[config.mk]
export PLATFORM = sky130hd
export DESIGN_NAME = branch_resolve_stage
export DESIGN_NICKNAME = d
export VERILOG_FILES = /design/src/rtl/branch_resolve_stage.sv
export SDC_FILE = /design/constraint.sdc
export NUM_CORES = 1
export LEC_CHECK = 0
export BUFFER_PORTS_ARGS = -buffer_cell sky130_fd_sc_hd__buf_4
export CORE_UTILIZATION = 45
export DETAILED_ROUTE_END_ITERATION = 7
export GPL_TIMING_DRIVEN = 0
export PLACE_DENSITY = 0.75
export SYNTH_ARGS = -nofsm -noshare
export SYNTH_HDL_FRONTEND = slang
export SYNTH_SLANG_ARGS = --single-unit
[constraint.sdc]
create_clock -name clk -period 6.1 [get_ports clk]
set_input_delay 1.22 -clock clk [delete_from_list [all_inputs] [get_ports clk]]
set_output_delay 1.22 -clock clk [all_outputs]
set_load 0.005 [all_outputs]
[src/rtl/branch_resolve_stage.sv]
// Branch resolution stage: branch/jump condition, redirect target and link.
// One-entry registered output with valid/ready and retire statistics.
module branch_resolve_stage #(
  parameter int XLEN = 32
) (
  input  logic            clk,
  input  logic            rst,
  input  logic            in_valid,
  output logic            in_ready,
  input  logic [XLEN-1:0] in_pc,
  input  logic [XLEN-1:0] in_rs1,
  input  logic [XLEN-1:0] in_rs2,
  input  logic [XLEN-1:0] in_imm,
  input  logic [2:0]      in_funct3,
  input  logic [1:0]      in_op,
  input  logic            flush,
  output logic            out_valid,
  input  logic            out_ready,
  output logic            out_taken,
  output logic [XLEN-1:0] out_target,
  output logic [XLEN-1:0] out_link,
  output logic            out_misaligned,
  output logic            out_illegal,
  output logic [31:0]     br_count,
  output logic [31:0]     taken_count
);

  localparam logic [1:0] OP_BR   = 2'b00;
  localparam logic [1:0] OP_JAL  = 2'b01;
  localparam logic [1:0] OP_JALR = 2'b10;

  localparam logic [2:0] F_BEQ  = 3'b000;
  localparam logic [2:0] F_BNE  = 3'b001;
  localparam logic [2:0] F_BLT  = 3'b100;
  localparam logic [2:0] F_BGE  = 3'b101;
  localparam logic [2:0] F_BLTU = 3'b110;
  localparam logic [2:0] F_BGEU = 3'b111;

  typedef enum logic {
    EMPTY = 1'b0,
    FULL  = 1'b1
  } state_t;

  state_t state_q;
  state_t state_d;

  logic            geu;
  logic            ge;
  logic            eq;
  logic            cond;
  logic            illegal;
  logic            is_br;
  logic            taken;
  logic [XLEN-1:0] br_target;
  logic [XLEN-1:0] jalr_sum;
  logic [XLEN-1:0] target;
  logic [XLEN-1:0] link;
  logic            misaligned;

  logic            capture;
  logic            retire;

  logic            taken_q;
  logic [XLEN-1:0] target_q;
  logic [XLEN-1:0] link_q;
  logic            mis_q;
  logic            ill_q;
  logic            is_br_q;
  logic [31:0]     br_q;
  logic [31:0]     tk_q;

  // Signed compare reuses the unsigned comparator with sign bits flipped.
  assign geu = (in_rs1 >= in_rs2);
  assign ge  = ({~in_rs1[XLEN-1], in_rs1[XLEN-2:0]} >=
                {~in_rs2[XLEN-1], in_rs2[XLEN-2:0]});
  assign eq  = (in_rs1 == in_rs2);

  // Select the branch condition from funct3.
  always_comb begin
    cond = 1'b0;
    unique case (in_funct3)
      F_BEQ:   cond = eq;
      F_BNE:   cond = !eq;
      F_BLT:   cond = !ge;
      F_BGE:   cond = ge;
      F_BLTU:  cond = !geu;
      F_BGEU:  cond = geu;
      default: cond = 1'b0;
    endcase
  end

  // Classify the op: legal branch, jump, or illegal encoding.
  always_comb begin
    illegal = 1'b0;
    is_br   = 1'b0;
    taken   = 1'b0;
    unique case (in_op)
      OP_BR: begin
        illegal = (in_funct3[2:1] == 2'b01);
        is_br   = !illegal;
        taken   = cond && !illegal;
      end
      OP_JAL, OP_JALR: begin
        taken = 1'b1;
      end
      default: begin
        illegal = 1'b1;
      end
    endcase
  end

  // Redirect target, link value and alignment check.
  always_comb begin
    br_target  = in_pc + in_imm;
    jalr_sum   = in_rs1 + in_imm;
    link       = in_pc + XLEN'(4);
    target     = br_target;
    if (in_op == OP_JALR) begin
      target = {jalr_sum[XLEN-1:1], 1'b0};
    end
    misaligned = taken && target[1];
  end

  assign capture = in_valid && in_ready && !flush;
  assign retire  = out_valid && out_ready && !flush;

  // State register for the single output slot.
  always_ff @(posedge clk or posedge rst) begin
    if (rst) begin
      state_q <= EMPTY;
    end else begin
      state_q <= state_d;
    end
  end

  // Next state: flush empties, capture fills, lone handshake drains.
  always_comb begin
    state_d = state_q;
    if (flush) begin
      state_d = EMPTY;
    end else begin
      unique case (state_q)
        EMPTY: begin
          if (capture) state_d = FULL;
        end
        FULL: begin
          if (capture)        state_d = FULL;
          else if (out_ready) state_d = EMPTY;
        end
        default: state_d = EMPTY;
      endcase
    end
  end

  // Handshake outputs decoded from the state.
  always_comb begin
    out_valid = (state_q == FULL);
    in_ready  = !out_valid || out_ready;
  end

  // Result register loads only on an accepted, unflushed op.
  always_ff @(posedge clk or posedge rst) begin
    if (rst) begin
      taken_q  <= 1'b0;
      target_q <= '0;
      link_q   <= '0;
      mis_q    <= 1'b0;
      ill_q    <= 1'b0;
      is_br_q  <= 1'b0;
    end else if (capture) begin
      taken_q  <= taken;
      target_q <= target;
      link_q   <= link;
      mis_q    <= misaligned;
      ill_q    <= illegal;
      is_br_q  <= is_br;
    end
  end

  // Retire counters: legal conditional branches only, wrapping.
  always_ff @(posedge clk or posedge rst) begin
    if (rst) begin
      br_q <= '0;
      tk_q <= '0;
    end else if (retire && is_br_q) begin
      br_q <= br_q + 32'd1;
      if (taken_q) begin
        tk_q <= tk_q + 32'd1;
      end
    end
  end

  assign out_taken      = taken_q;
  assign out_target     = target_q;
  assign out_link       = link_q;
  assign out_misaligned = mis_q;
  assign out_illegal    = ill_q;
  assign br_count       = br_q;
  assign taken_count    = tk_q;

endmodule
# [After elaboration in Yosys (flattened, before gate mapping)]
# Cells that the tools add are included.
[totals] register_bits=133 latch_bits=0 ramBits=0 romBits=0 in_bits=138 out_inout_bits=133 elab_cells=56 n_memories=0
[op_classes] add_sub_neg=5 n_mul=0 div_mod_pow=0 magnitude_cmp=2 eq_ne=9 n_shift=0 muxes=10 n_bitwise=3 n_reduce_logical=18
[ops] op="$add 32x1->32 const B" n=2
[ops] op="$add 32x32->32" n=2
[ops] op="$ge 32x32->1" n=2
[ops] op="$add 32x3->32 const B" n=1
[ops] op="$eq 32x32->1" n=1
[ops] op="$mux 32" n=1
[ops] op="$eq 3x3->1 const B" n=4
[ops] op="$logic_and 1x1->1" n=7
[ops] op="$logic_not 1->1" n=6
[ops] op="$pmux 1 s2" n=3
[ops] op="$pmux 1 s6" n=1
[ops] op="$mux 1" n=5
[ops] op="$eq 2x1->1 const B" n=2
[ops] op="$eq 3x1->1 const B" n=1
[ops] op="$logic_not 3->1" n=1
[ops] op="$not 1->1" n=3
[ops] op="$eq 2x2->1 const B" n=1
[ops] op="$logic_not 2->1" n=1
[ops] op="$reduce_and 2->1" n=1
[ops] op="$reduce_or 2->1" n=1
[ops] op="$logic_or 1x1->1" n=1

# [Depth between registers and ports, before layout]
# Gate-level depths: netlist of the first run.
[depth] ltp_word=7 mapped_depth=11 depth_no_buf=11

# [Least setup slack after synthesis of the first run]
# OpenSTA, ideal clock, no wires.
[synth_path] path_kind="input to register" from="input in_pc[0]" to="register target_q[30], in the netlist out_target[30]" setup_ps=126 arrival_time_ps=3375 required_time_ps=5974 path_slack_ps=2599 path_stages=11 n_path_buf=0 cell_sequence="ha_1 -> fa_1 -> a21oi_1 -> nor3_1 -> nor2_2 -> a211oi_2 -> a31o_1 -> a211o_1 -> a21oi_2 -> xnor2_1 -> a221o_1"
[synth_via] elab_chain_cells=2
[synth_lines] item="from (decl)" line="10" rtl="input logic [XLEN-1:0] in_pc,"
[synth_lines] item="$add 32x32->32" line="114" rtl="br_target = in_pc + in_imm;"
[synth_lines] item="$mux 32" line="118" rtl="if (in_op == OP_JALR) begin"
[synth_lines] item="to (signal assigned)" line="172" rtl="target_q <= target;"
[synth_lines] item="to (decl)" line="64" rtl="logic [XLEN-1:0] target_q;"
# No other way between the ends.
# A chain may end at the register's enable or synchronous reset.

# [Worst setup path after layout of the first run]
[layout_path] from="input in_rs1[29]" to="register mis_q, in the netlist out_misaligned"
[layout_via] elab_chain_cells=6 word_cells_on_any_way=10 cone_classes="2 x order compare; 1 x eq/ne; 2 x mux; 5 x reduce/logical"
[layout_lines] item="from (decl)" line="11" rtl="input logic [XLEN-1:0] in_rs1,"
[layout_lines] item="$ge 32x32->1, or another cell as far along" line="73" rtl="assign geu = (in_rs1 >= in_rs2);"
[layout_lines] item="$logic_not 1->1, on equally long branches" line="86, 83, 84"
[layout_lines] item="$pmux 1 s6 (*)" line="81" rtl="unique case (in_funct3)"
[layout_lines] item="$logic_and 1x1->1 (*)" line="101" rtl="taken = cond && !illegal;"
[layout_lines] item="$pmux 1 s2 (*)" line="97" rtl="unique case (in_op)"
[layout_lines] item="$logic_and 1x1->1 (*)" line="121" rtl="misaligned = taken && target[1];"
[layout_lines] item="to (signal assigned)" line="174" rtl="mis_q <= misaligned;"
[layout_lines] item="to (decl)" line="66" rtl="logic mis_q;"
# Every way passes the cells marked *; elsewhere a longest branch is shown, timed or not.

==> results of run 1 <==
-- routing by layer --
| metal | vias up | track usage (%) |
|---|---|---|
| met2 | 375 | 43.78 |
| met1 | 4524 | 35.87 |
| met3 | 58 | 4.639 |
| met4 | 0 | 10.55 |
| li1 | 4729 | - |
| met5 | - | 0 |
-- per-stage QoR --
step	hold slack [ns]	setup WS (ns)	cell area (sq um)
floorplan	0.4428	1.326	9968
global placement	0.4567	-0.2286	12350
detailed placement	0.4621	2.090	12380
CTS	0.4765	2.540	13010
global route	0.4928	2.370	13010
finish	0.4695	2.498	13010
-- worst min path at each step --
stage,start,end,cells past startpoint
global placement,out_link[10]$_DFFE_PP0P_,out_link[10]$_DFFE_PP0P_,2
finish,taken_count[31]$_DFFE_PP0P_,taken_count[31]$_DFFE_PP0P_,1
global route,out_target[6]$_DFFE_PP0P_,out_target[6]$_DFFE_PP0P_,2
CTS,taken_count[31]$_DFFE_PP0P_,taken_count[31]$_DFFE_PP0P_,1
detailed placement,out_link[10]$_DFFE_PP0P_,out_link[10]$_DFFE_PP0P_,2
floorplan,is_br_q$_DFFE_PP0P_,is_br_q$_DFFE_PP0P_,2
-- power by group --
part / internal [W] / switching [W] / total (W)
registers: 0.000975 / 0.0000683 / 0.00104
logic: 0.000407 / 0.000450 / 0.000857
clock network: 0.000690 / 0.000404 / 0.00109
-- state kept, by name, indices dropped and copies added (netlist names) --
| register | flops |
|---|---|
| br_count | 32 |
| is_br_q | 1 |
| out_illegal | 1 |
| out_link | 32 |
| out_misaligned | 1 |
| out_taken | 1 |
| out_target | 32 |
| out_valid | 1 |
| taken_count | 32 |
-- worst max-delay path: cells and delay by family --
family | cells | cell delay (ns)
compound gates | 7 | 2.13
fa+ha+maj | 1 | 0.30
buf+inv | 1 | 0.12
simple gates | 1 | 0.10
-- cells in the final DEF (no fill, tap or decap), types with 5 or more instances in the layout --
| cell type | instances |
|---|---|
| buf_4 | 270 |
| nand2_1 | 156 |
| dfrtp_1 | 133 |
| ha_1 | 100 |
| xnor2_1 | 94 |
| a21oi_1 | 83 |
| nor2_1 | 71 |
| o21ai_0 | 65 |
| inv_1 | 57 |
| nand3_1 | 51 |
| xor2_1 | 46 |
| a21o_1 | 33 |
| nand4_1 | 30 |
| clkbuf_1 | 25 |
| and3_1 | 21 |
| nor3_1 | 19 |
| o21ai_1 | 19 |
| clkbuf_16 | 17 |
| a31oi_1 | 13 |
| and2_1 | 12 |
| and4_1 | 8 |
| o31ai_1 | 8 |
| a211oi_1 | 8 |
| o21a_1 | 8 |
| nand2b_1 | 8 |
| o211ai_1 | 7 |
| nor2b_1 | 6 |
| inv_6 | 5 |
| o21bai_1 | 5 |
-- cell type report --
cell class	instances	share of cell area, %
flip-flops and latches	133	25.58
plain buffers	27	0.8077
multi-input cells	941	48.53
clock buffers	18	3.298
repair buffers	271	15.79
inverters	60	1.769
well taps	280	2.692
clock inverters	14	1.538
-- kinds of logic after synthesis --
kind of cell / Yosys count
AO/OA/AOI/OAI: 288
XOR/XNOR: 140
adder cells (fa/ha/maj): 102
buffers and inverters: 87
flip-flops: 133
multiplexers: 7
AND/OR/NAND/NOR: 404
==> summary.txt, run 1 <==
Worst-path clk slew: 0.06 ns
Port Buffers: 270
gr ovfl total: 0
Root Buffer Master: clkbuf_16
status: complete, no violations
P_leak: 6.431 nW
Final Hold Viols: 0
DRC: 0
Critical path origin: in_rs1[29]
max layer used: met4
Pwr Total: 0.002994 W
most frequent CP cell: a21o_1
Final Skew: 0.008094 ns
Register Area: 0.003328 sq mm
Max Slew Vio Count: 0
reg-to-reg critical path endpoint: out_target[24]$_DFFE_PP0P_
FF+latch count, synth: 133
compound-cell area share of the yosys netlist: 18.06%
Top Ports: 271
initial antenna violation count: 0
largest net degree at the start of global routing: 84
Final Util: 59.81%
via count: 9,686
largest family of logic cells by synthesized area: simple AND/OR/NAND/NOR gates
Max VDD drop: 171.2 uV
Critical Path Sink Type: flip-flop
reg2reg start: out_valid$_DFF_PP0_
register area share after synthesis: 33.39%
area grow syn2layout: 30.54%
fraction of layout cells with a size suffix above 1: 22.13%
clk buf depth: 2
CTS Buf Count: 17
worst-path maximum fanout: 2
Rel. slew slack: 40.36%
final setup TNS: 0 ns
clk_lat worst skew: 0.42 ns
post-route minimum period: 3.602 ns
hold buffers post-CTS: 0
Hold Path Class: flip-flop to flip-flop
# rows: 54
H-tree depth: 4
most common cell in the netlist: nand2_1
Filler Cell Count: 1,949
leading area contributor after synthesis: dfrtp_1
ys flop type: dfrtp_1
Critical Path RT: 6.38 ns
Antenna Nets Post-Route: 0
area occupied by multi-input gates: 0.006315 sq mm
CP startpoint kind: input port
Global Route Usage Sum: 27.04%
synth cell count leaders: nand2_1, dfrtp_1, ha_1
TritonRoute pass-1 iters: 5
Die X: 150.8 um
DRT met1 WL: 13,010 um
Final nets: 1,691
Slowest cell on crit path: o41ai_1
CTS sink cnt: 133
synthesized area: 0.009968 sq mm
met2 wire len: 13,850 um
fmax: 277.6 MHz
post-CTS sizing: 0
FF-to-FF path depth: 8
DR vias/cell: 5.554
Synth area leaders: dfrtp_1, ha_1, xnor2_1, nand2_1, a21oi_1
crit-path max cell delay: 0.58 ns
net count after synthesis: 1,401
RSZ-0062 raised after global routing: false
R2R Setup Slk: 3.67 ns
CTS tree: done
Iter 0 DRT Violations: 501
WS Path Type: input port to flip-flop
first-pass GRT wire length: 47,260 um
vias in the first global route: 9,152
Unique masters post-synth: 71
cell count after synthesis: 1,161
share of the synthesized area in the top cell type: 33.39%
slew at the pin closest to its max-slew limit: 0.8906 ns
ant diodes: 0
post-route clock period utilization: 59.05%
final WL: 30,110 um
crit path cell chain: buf_4, ha_1, a21o_1, a21o_1, a221oi_1, o211ai_1, a21oi_1, nor2_1, o41ai_1, o31ai_1
adder-cell share of the synthesized area: 12.95%
Mean Syn Cell Area: 8.586 sq um
Post-synth ARST share: 100.0%
PwrDens: 230.1 mW/mm^2
max_cap viols: 0
Finished Layout Cells: 1,744
post-DP HPWL: 24,650 um
post-synthesis xor/xnor area fraction: 12.30%
Final setup viols: 0
die height: 150.8 um
Ys Warns: 0
Placed Cells: 1,712
Post-CTS Setup Bufs: 0
Arrival @ worst endpoint: 3.88 ns
mux cell area share after synthesis: 0.7406%
number of synthesized flops with an enable pin: 0
Core Footprint: 0.02176 sq mm
crit path capture: out_misaligned$_DFFE_PP0P_
DR WL/cell: 17.26 um
die area: 0.02275 sq mm
Placer Congestion: 0.9032
Simple-Gate Fraction of Synth Area: 19.24%
Starting Density: 45.82%
met3 wire len: 2276 um
Power figures use the tool's default switching activity.
==> inputs of run 2 (changes only) <==
--- a/config.mk
+++ b/config.mk
@@ -9,7 +9,7 @@
 export CORE_UTILIZATION = 45
 export DETAILED_ROUTE_END_ITERATION = 7
 export GPL_TIMING_DRIVEN = 0
-export PLACE_DENSITY = 0.75
+export PLACE_DENSITY = 0.78
 export SYNTH_ARGS = -nofsm -noshare
 export SYNTH_HDL_FRONTEND = slang
 export SYNTH_SLANG_ARGS = --single-unit
==> constraint.sdc (replaced) <==
create_clock -name clk -period 3.2 [get_ports clk]
set_input_delay 0.64 -clock clk [delete_from_list [all_inputs] [get_ports clk]]
set_output_delay 0.64 -clock clk [all_outputs]
set_load 0.005 [all_outputs]
==> run 2 against run 1 <==
Net effect:
- critical path depth unchanged
- clock-buffer cell count down 1
- sequential share of layout area up 0.081 points
- utilization down 0.19 points
- first-iteration DRC count up 8.6%
- worst hold slack worse by 0.13 ns
- die area unchanged
- power up 82%
- via count down 0.87%
- register-to-register slack worse by 2.9 ns
- critical path type unchanged
- largest power group is now registers
- highest routed layer unchanged
==> summary.txt, run 2 (synthesized netlist as in run 1, its figures left out) <==
commonest non-fill, non-tap cell in the layout: buf_4
H-tree depth: 4 (unchanged)
largest net degree at the start of global routing: 39 (-54%)
DRT met1 WL: 12,590 um (-3.2%)
pre-CTS setup slack: -0.2208 ns (-2.310 ns)
commonest non-fill, non-tap cells in the layout: buf_4, nand2_1, dfrtp_1, ha_1, xnor2_1
TritonRoute pass-1 iters: 6 (+1)
Worst-path clk slew: 0.06 ns (about the same)
CTS Buf Count: 17 (unchanged)
status: complete, no violations
CP startpoint kind: input port
ant diodes: 0 (unchanged)
Root Buffer Master: clkbuf_16
Port Buffers: 270 (unchanged)
max layer used: met4
Rel. slew slack: 39.72% (-0.64 points)
WS Path Type: input port to flip-flop
Max VDD drop: 385.7 uV (+130%)
first-pass GRT wire length: 46,780 um (-1.0%)
Filler Cell Count: 1,985 (+1.8%)
Die X: 150.8 um (unchanged)
Pwr Total: 0.005460 W (+82%)
Net Sw Frac: 32.06% (+1.3 points)
slew at the pin closest to its max-slew limit: 0.9002 ns (+0.009573 ns)
RSZ-0062 raised after global routing: false
Core Footprint: 0.02176 sq mm (unchanged)
Final Util: 59.62% (-0.19 points)
Final nets: 1,693 (+0.12%)
Hold Path Class: input port to async pin
via count: 9,602 (-0.87%)
Flop pwr share: 36.4% (+1.5 points)
Iter 0 DRT Violations: 544 (+8.6%)
post-layout worst setup margin: 0.2104 ns (-2.287 ns)
met3 wire len: 2366 um (+4.0%)
post-route minimum period: 2.990 ns
met2 wire len: 14,180 um (+2.4%)
Antenna Nets Post-Route: 0 (unchanged)
die area: 0.02275 sq mm (unchanged)
hold_ws: 0.3442 ns (-0.1253 ns)
final WL: 29,950 um (-0.52%)
Arrival @ worst endpoint: 3.26 ns (-0.62 ns)
hold buffers post-CTS: 0 (unchanged)
# rows: 54 (unchanged)
Starting Density: 45.82% (unchanged)
vias in the first global route: 9,199 (+0.51%)
post-DP HPWL: 24,920 um (+1.1%)
initial antenna violation count: 0 (unchanged)
Critical Path Sink Type: flip-flop
DRC: 0 (unchanged)
Critical Path RT: 3.47 ns (-2.91 ns)
area grow syn2layout: 30.12%
DR vias/cell: 5.499 (-0.98%)
max_cap viols: 0 (unchanged)
PwrDens: 421.0 mW/mm^2 (+83%)
clk_lat worst skew: 0.42 ns (about the same)
fmax: 334.5 MHz
Placer Congestion: 0.9534 (+5.6%)
post-route clock period utilization: 93.43%
CTS sink cnt: 133 (unchanged)
Global Route Usage Sum: 26.76% (-0.28 points)
CTS tree: done
P_leak: 6.406 nW (-0.39%)
clock share of power: 33.6% (-2.9 points)
DR WL/cell: 17.15 um (-0.64%)
post-CTS sizing: 0 (unchanged)
Comb pwr share: 30.0% (+1.4 points)
worst-path maximum fanout: 2 (unchanged)
Max Slew Vio Count: 0 (unchanged)
die height: 150.8 um (unchanged)
Post-CTS Setup Bufs: 0 (unchanged)
Final Skew: 0.009587 ns (+0.001493 ns)
clk buf depth: 2 (unchanged)
gr ovfl total: 0 (unchanged)
Final setup viols: 0 (unchanged)
Top Ports: 271 (unchanged)
fraction of layout cells with a size suffix above 1: 22.31% (+0.17 points)
Final Hold Viols: 0 (unchanged)
NetSw: 0.001751 W (+90%)
internal power: 0.003710 W (+79%)
==> run 2: cell types whose count changed in the layout (fill, tap and decap cells not counted) <==
| cell | delta |
|---|---|
| inv_6 | -2 |
| clkinvlp_4 | +3 |
| buf_16 | -1 |
| bufinv_16 | -3 |
| clkinv_2 | +3 |
| clkbuf_1 | -1 |
| buf_12 | +3 |
==> run 2: layer usage <==
layer | vias up | track usage (%)
met3 | 51 | 3.976
li1 | 4719 | -
met1 | 4456 | 34.67
met5 | - | 0
met2 | 376 | 44.82
met4 | 0 | 10.35
==> run 2: area by class of cell <==
cell class,instances,area (sq um),share of cell area (%)
buffer,27,105.1,0.8103
clock buffer,17,425.4,3.280
clock inverter,15,131.4,1.013
inverter,60,229.0,1.765
multi-input combinational,941,6315,48.68
sequential,133,3328,25.66
tap,280,350.3,2.701
timing repair buffer,273,2087,16.09
==> run 2: worst paths after layout <==
| check | end | slack (ns) | cells past startpoint | from |
|---|---|---|---|---|
| setup reg to reg | out_target[10]$_DFFE_PP0P_ | 0.75 | 8 | out_valid$_DFF_PP0_ |
| hold reg to reg | br_count[31]$_DFFE_PP0P_ | 0.47 | 1 | br_count[31]$_DFFE_PP0P_ |
| setup / recovery | out_misaligned$_DFFE_PP0P_ | 0.21 | 10 | in_rs1[29] |
| max in group asynchronous | out_link[7]$_DFFE_PP0P_ | 2.01 | 4 | rst |
| hold / removal | taken_count[26]$_DFFE_PP0P_ | 0.34 | 2 | rst |
| min in group clk | out_valid$_DFF_PP0_ | 0.42 | 2 | flush |
==> run 2: worst max-delay path: stages <==
cell,delay [ns]
buf_4,0.11
ha_1,0.30
a21o_1,0.18
a21o_1,0.17
a221oi_1,0.56
o211ai_1,0.19
a21oi_1,0.34
nor2_1,0.09
o41ai_1,0.56
o31ai_1,0.11
==> run 2: power groups by stage <==
stage	clock network (W)	registers, W	logic, W
6_report	0.00183	0.00199	0.00164
3_3_place_gp	0	0.00201	0.00159
5_1_grt	0.00194	0.00201	0.00182
3_5_place_dp	0	0.00202	0.00163
2_1_floorplan	0	0.00200	0.000872
4_1_cts	0.00187	0.00199	0.00164
==> run 2: stage by stage <==
stage                     TNS [ns]  cell area, sq um  instances
after detailed placement    -1.263             12410       1714
final                            0             12970       1746
after global routing             0             12970       1746
after CTS                        0             12970       1746
after floorplan                  0              9972       1161
after global placement      -1.183             12350       1711
==> inputs of run 3 (changes only) <==
--- a/config.mk
+++ b/config.mk
@@ -5,11 +5,13 @@
 export SDC_FILE = /design/constraint.sdc
 export NUM_CORES = 1
 export LEC_CHECK = 0
+export ABC_AREA = 1
 export BUFFER_PORTS_ARGS = -buffer_cell sky130_fd_sc_hd__buf_4
 export CORE_UTILIZATION = 45
+export CTS_CLUSTER_DIAMETER = 50
 export DETAILED_ROUTE_END_ITERATION = 7
 export GPL_TIMING_DRIVEN = 0
-export PLACE_DENSITY = 0.78
+export PLACE_DENSITY = 0.77
 export SYNTH_ARGS = -nofsm -noshare
 export SYNTH_HDL_FRONTEND = slang
 export SYNTH_SLANG_ARGS = --single-unit
==> run 3 against run 2 <==
Net effect:
- register-to-register slack lost 0.18 ns
- synthesized area grew 12%
- first-iteration DRC count grew 56%
- worst hold slack lost 0.046 ns
- clock skew grew 0.0046 ns
- die area grew 11%
- via count grew 25%
- critical endpoint is now out_target[15]$_DFFE_PP0P_
- largest power group is now the clock network
==> summary.txt, run 3 <==
initial antenna violation count: 0 (unchanged)
Final setup viols: 0 (unchanged)
Placer Congestion: 0.9749 (+2.3%)
net count after synthesis: 1,853 (+32%)
Final Hold Viols: 0 (unchanged)
vias in the first global route: 11,428 (+24%)
Unique masters post-synth: 47 (-34%)
area occupied by multi-input gates: 0.006993 sq mm (+11%)
first-pass GRT wire length: 58,850 um (+26%)
max_cap viols: 0 (unchanged)
# rows: 57 (+5.6%)
leading area contributor after synthesis: dfrtp_1
Top Ports: 271 (unchanged)
post-route clock period utilization: 84.60% (-8.8 points)
gr ovfl total: 0 (unchanged)
post-layout worst setup margin: 0.4929 ns (+0.2825 ns)
Antenna Nets Post-Route: 0 (unchanged)
Die X: 159.3 um (+5.6%)
synth cell count leaders: nand2_1, inv_1, nor2_1
Mean Syn Cell Area: 6.899 sq um (-20%)
Final Skew: 0.01421 ns (+0.004619 ns)
die area: 0.02536 sq mm (+11%)
TritonRoute pass-1 iters: 5 (-1)
Arrival @ worst endpoint: 3.01 ns (-0.25 ns)
via count: 12,032 (+25%)
Core Footprint: 0.02432 sq mm (+12%)
DR vias/cell: 5.367 (-2.4%)
DR WL/cell: 16.86 um (-1.7%)
Post-synth ARST share: 100.0% (unchanged)
worst-path maximum fanout: 10 (+8)
Max Slew Vio Count: 0 (unchanged)
clk buf depth: 2 (unchanged)
Root Buffer Master: clkbuf_16
hold_ws: 0.2982 ns (-0.04607 ns)
number of synthesized flops with an enable pin: 0 (unchanged)
H-tree depth: 4 (unchanged)
Iter 0 DRT Violations: 848 (+56%)
RSZ-0062 raised after global routing: false
final WL: 37,800 um (+26%)
Starting Density: 45.76% (-0.061 points)
fmax: 369.4 MHz (+10%)
register area share after synthesis: 29.91% (-3.5 points)
CTS tree: done
Port Buffers: 270 (unchanged)
Final nets: 2,145 (+27%)
pre-CTS setup slack: 0.1107 ns (+0.3315 ns)
Pwr Total: 0.005898 W (+8.0%)
R2R Setup Slk: 0.57 ns (-0.18 ns)
ant diodes: 0 (unchanged)
DRC: 0 (unchanged)
Hold Path Class: input port to async pin
share of the synthesized area in the top cell type: 29.91% (-3.5 points)
PwrDens: 413.9 mW/mm^2 (-1.7%)
area grow syn2layout: 28.06%
Post-CTS Setup Bufs: 0 (unchanged)
Global Route Usage Sum: 29.87% (+3.1 points)
slew at the pin closest to its max-slew limit: 0.8937 ns (-0.006501 ns)
post-route minimum period: 2.707 ns (-0.2825 ns)
Register Area: 0.003328 sq mm (unchanged)
die height: 159.3 um (+5.6%)
CTS sink cnt: 133 (unchanged)
commonest non-fill, non-tap cell in the layout: nand2_1
fraction of layout cells with a size suffix above 1: 17.52% (-4.8 points)
Final Util: 58.60% (-1.0 points)
post-DP HPWL: 31,460 um (+26%)
CP startpoint kind: input port
post-CTS sizing: 0 (unchanged)
status: complete, no violations
ys flop type: dfrtp_1
Ys Warns: 0 (unchanged)
hold buffers post-CTS: 0 (unchanged)
cell count after synthesis: 1,613 (+39%)
Critical Path Sink Type: flip-flop
Max VDD drop: 376.1 uV (-2.5%)
Filler Cell Count: 2,288 (+15%)
synthesized area: 0.01113 sq mm (+12%)
clk_lat worst skew: 0.43 ns (about the same)
WS Path Type: input port to flip-flop
FF+latch count, synth: 133 (unchanged)
final setup TNS: 0 ns (unchanged)
most common cell in the netlist: nand2_1
Critical Path RT: 3.51 ns (+0.04 ns)
commonest non-fill, non-tap cells in the layout: nand2_1, buf_4, inv_1, nor2_1, dfrtp_1
Synth area leaders: dfrtp_1, nand2_1, ha_1, inv_1, nor2_1
Worst-path clk slew: 0.06 ns (about the same)
largest net degree at the start of global routing: 43 (+10%)
Rel. slew slack: 40.42% (+0.70 points)
CTS Buf Count: 17 (unchanged)
P_leak: 7.408 nW (+16%)
run 3: cell count changes in the layout (fill, tap and decap cells not counted), moves of 24 or more:
cell     before  now
xnor2_1      94   33
o21ai_0      65   94
nor2_1       71  164
nand3_1      51   84
a21oi_1      83  112
inv_1        57  192
nand2_1     156  442
a21o_1       33    9
run 3: worst paths after layout:
kind,from,to,depth (start not counted)
max in group asynchronous,rst,out_link[2]$_DFFE_PP0P_,5
min,rst,br_count[29]$_DFFE_PP0P_,2
max,in_op[0],out_target[15]$_DFFE_PP0P_,10
min reg2reg,out_link[0]$_DFFE_PP0P_,out_link[0]$_DFFE_PP0P_,2
max reg2reg,out_valid$_DFF_PP0_,out_target[18]$_DFFE_PP0P_,7
min in group clk,flush,out_valid$_DFF_PP0_,2
run 3: cell type report:
class	count	share of cell area (%)
Inverter	194	5.136
Sequential cell	133	23.35
Clock inverter	14	1.387
Clock buffer	18	3.011
Multi-Input combinational cell	1265	49.07
Buffer	21	0.5531
Timing Repair Buffer	273	14.64
Tap cell	324	2.845
run 3: power by group:
group / total, W / internal, W / switching (W)
sequential: 0.00203 / 0.00187 / 0.000154
combinational: 0.00176 / 0.000759 / 0.00100
clock: 0.00211 / 0.00131 / 0.000800
run 3: cell families (layout without fill, tap and decap cells):
group,count (synthesis),in the layout,share of synthesized area (%)
xor+xnor,81,81,6.375
flops,133,133,29.91
fa+ha+maj,102,102,11.60
compound gates,270,270,13.27
simple gates,812,812,31.59
buf+inv,215,520,7.252
run 3: per-layer routing:
layer	global-route usage [%]	wire, um
met1	37.63	16050
met2	51.65	17970
met3	4.454	2585
met4	11.19	1194
met5	0	0
run 3: worst max-delay path: stages:
cell and delay (ns):
buf_4 0.08, inv_1 0.05, ha_1 0.20, clkbuf_1 0.28, inv_1 0.14, clkbuf_1 0.54
buf_1 0.57, nand2_1 0.11, o21ai_0 0.31, nand2_1 0.08
run 3: metrics by stage:
| step | area, sq um | cells |
|---|---|---|
| CTS | 14250 | 2242 |
| global route | 14250 | 2242 |
| finish | 14250 | 2242 |
| detailed placement | 13620 | 2210 |
| global placement | 13560 | 2207 |
| floorplan | 11130 | 1613 |
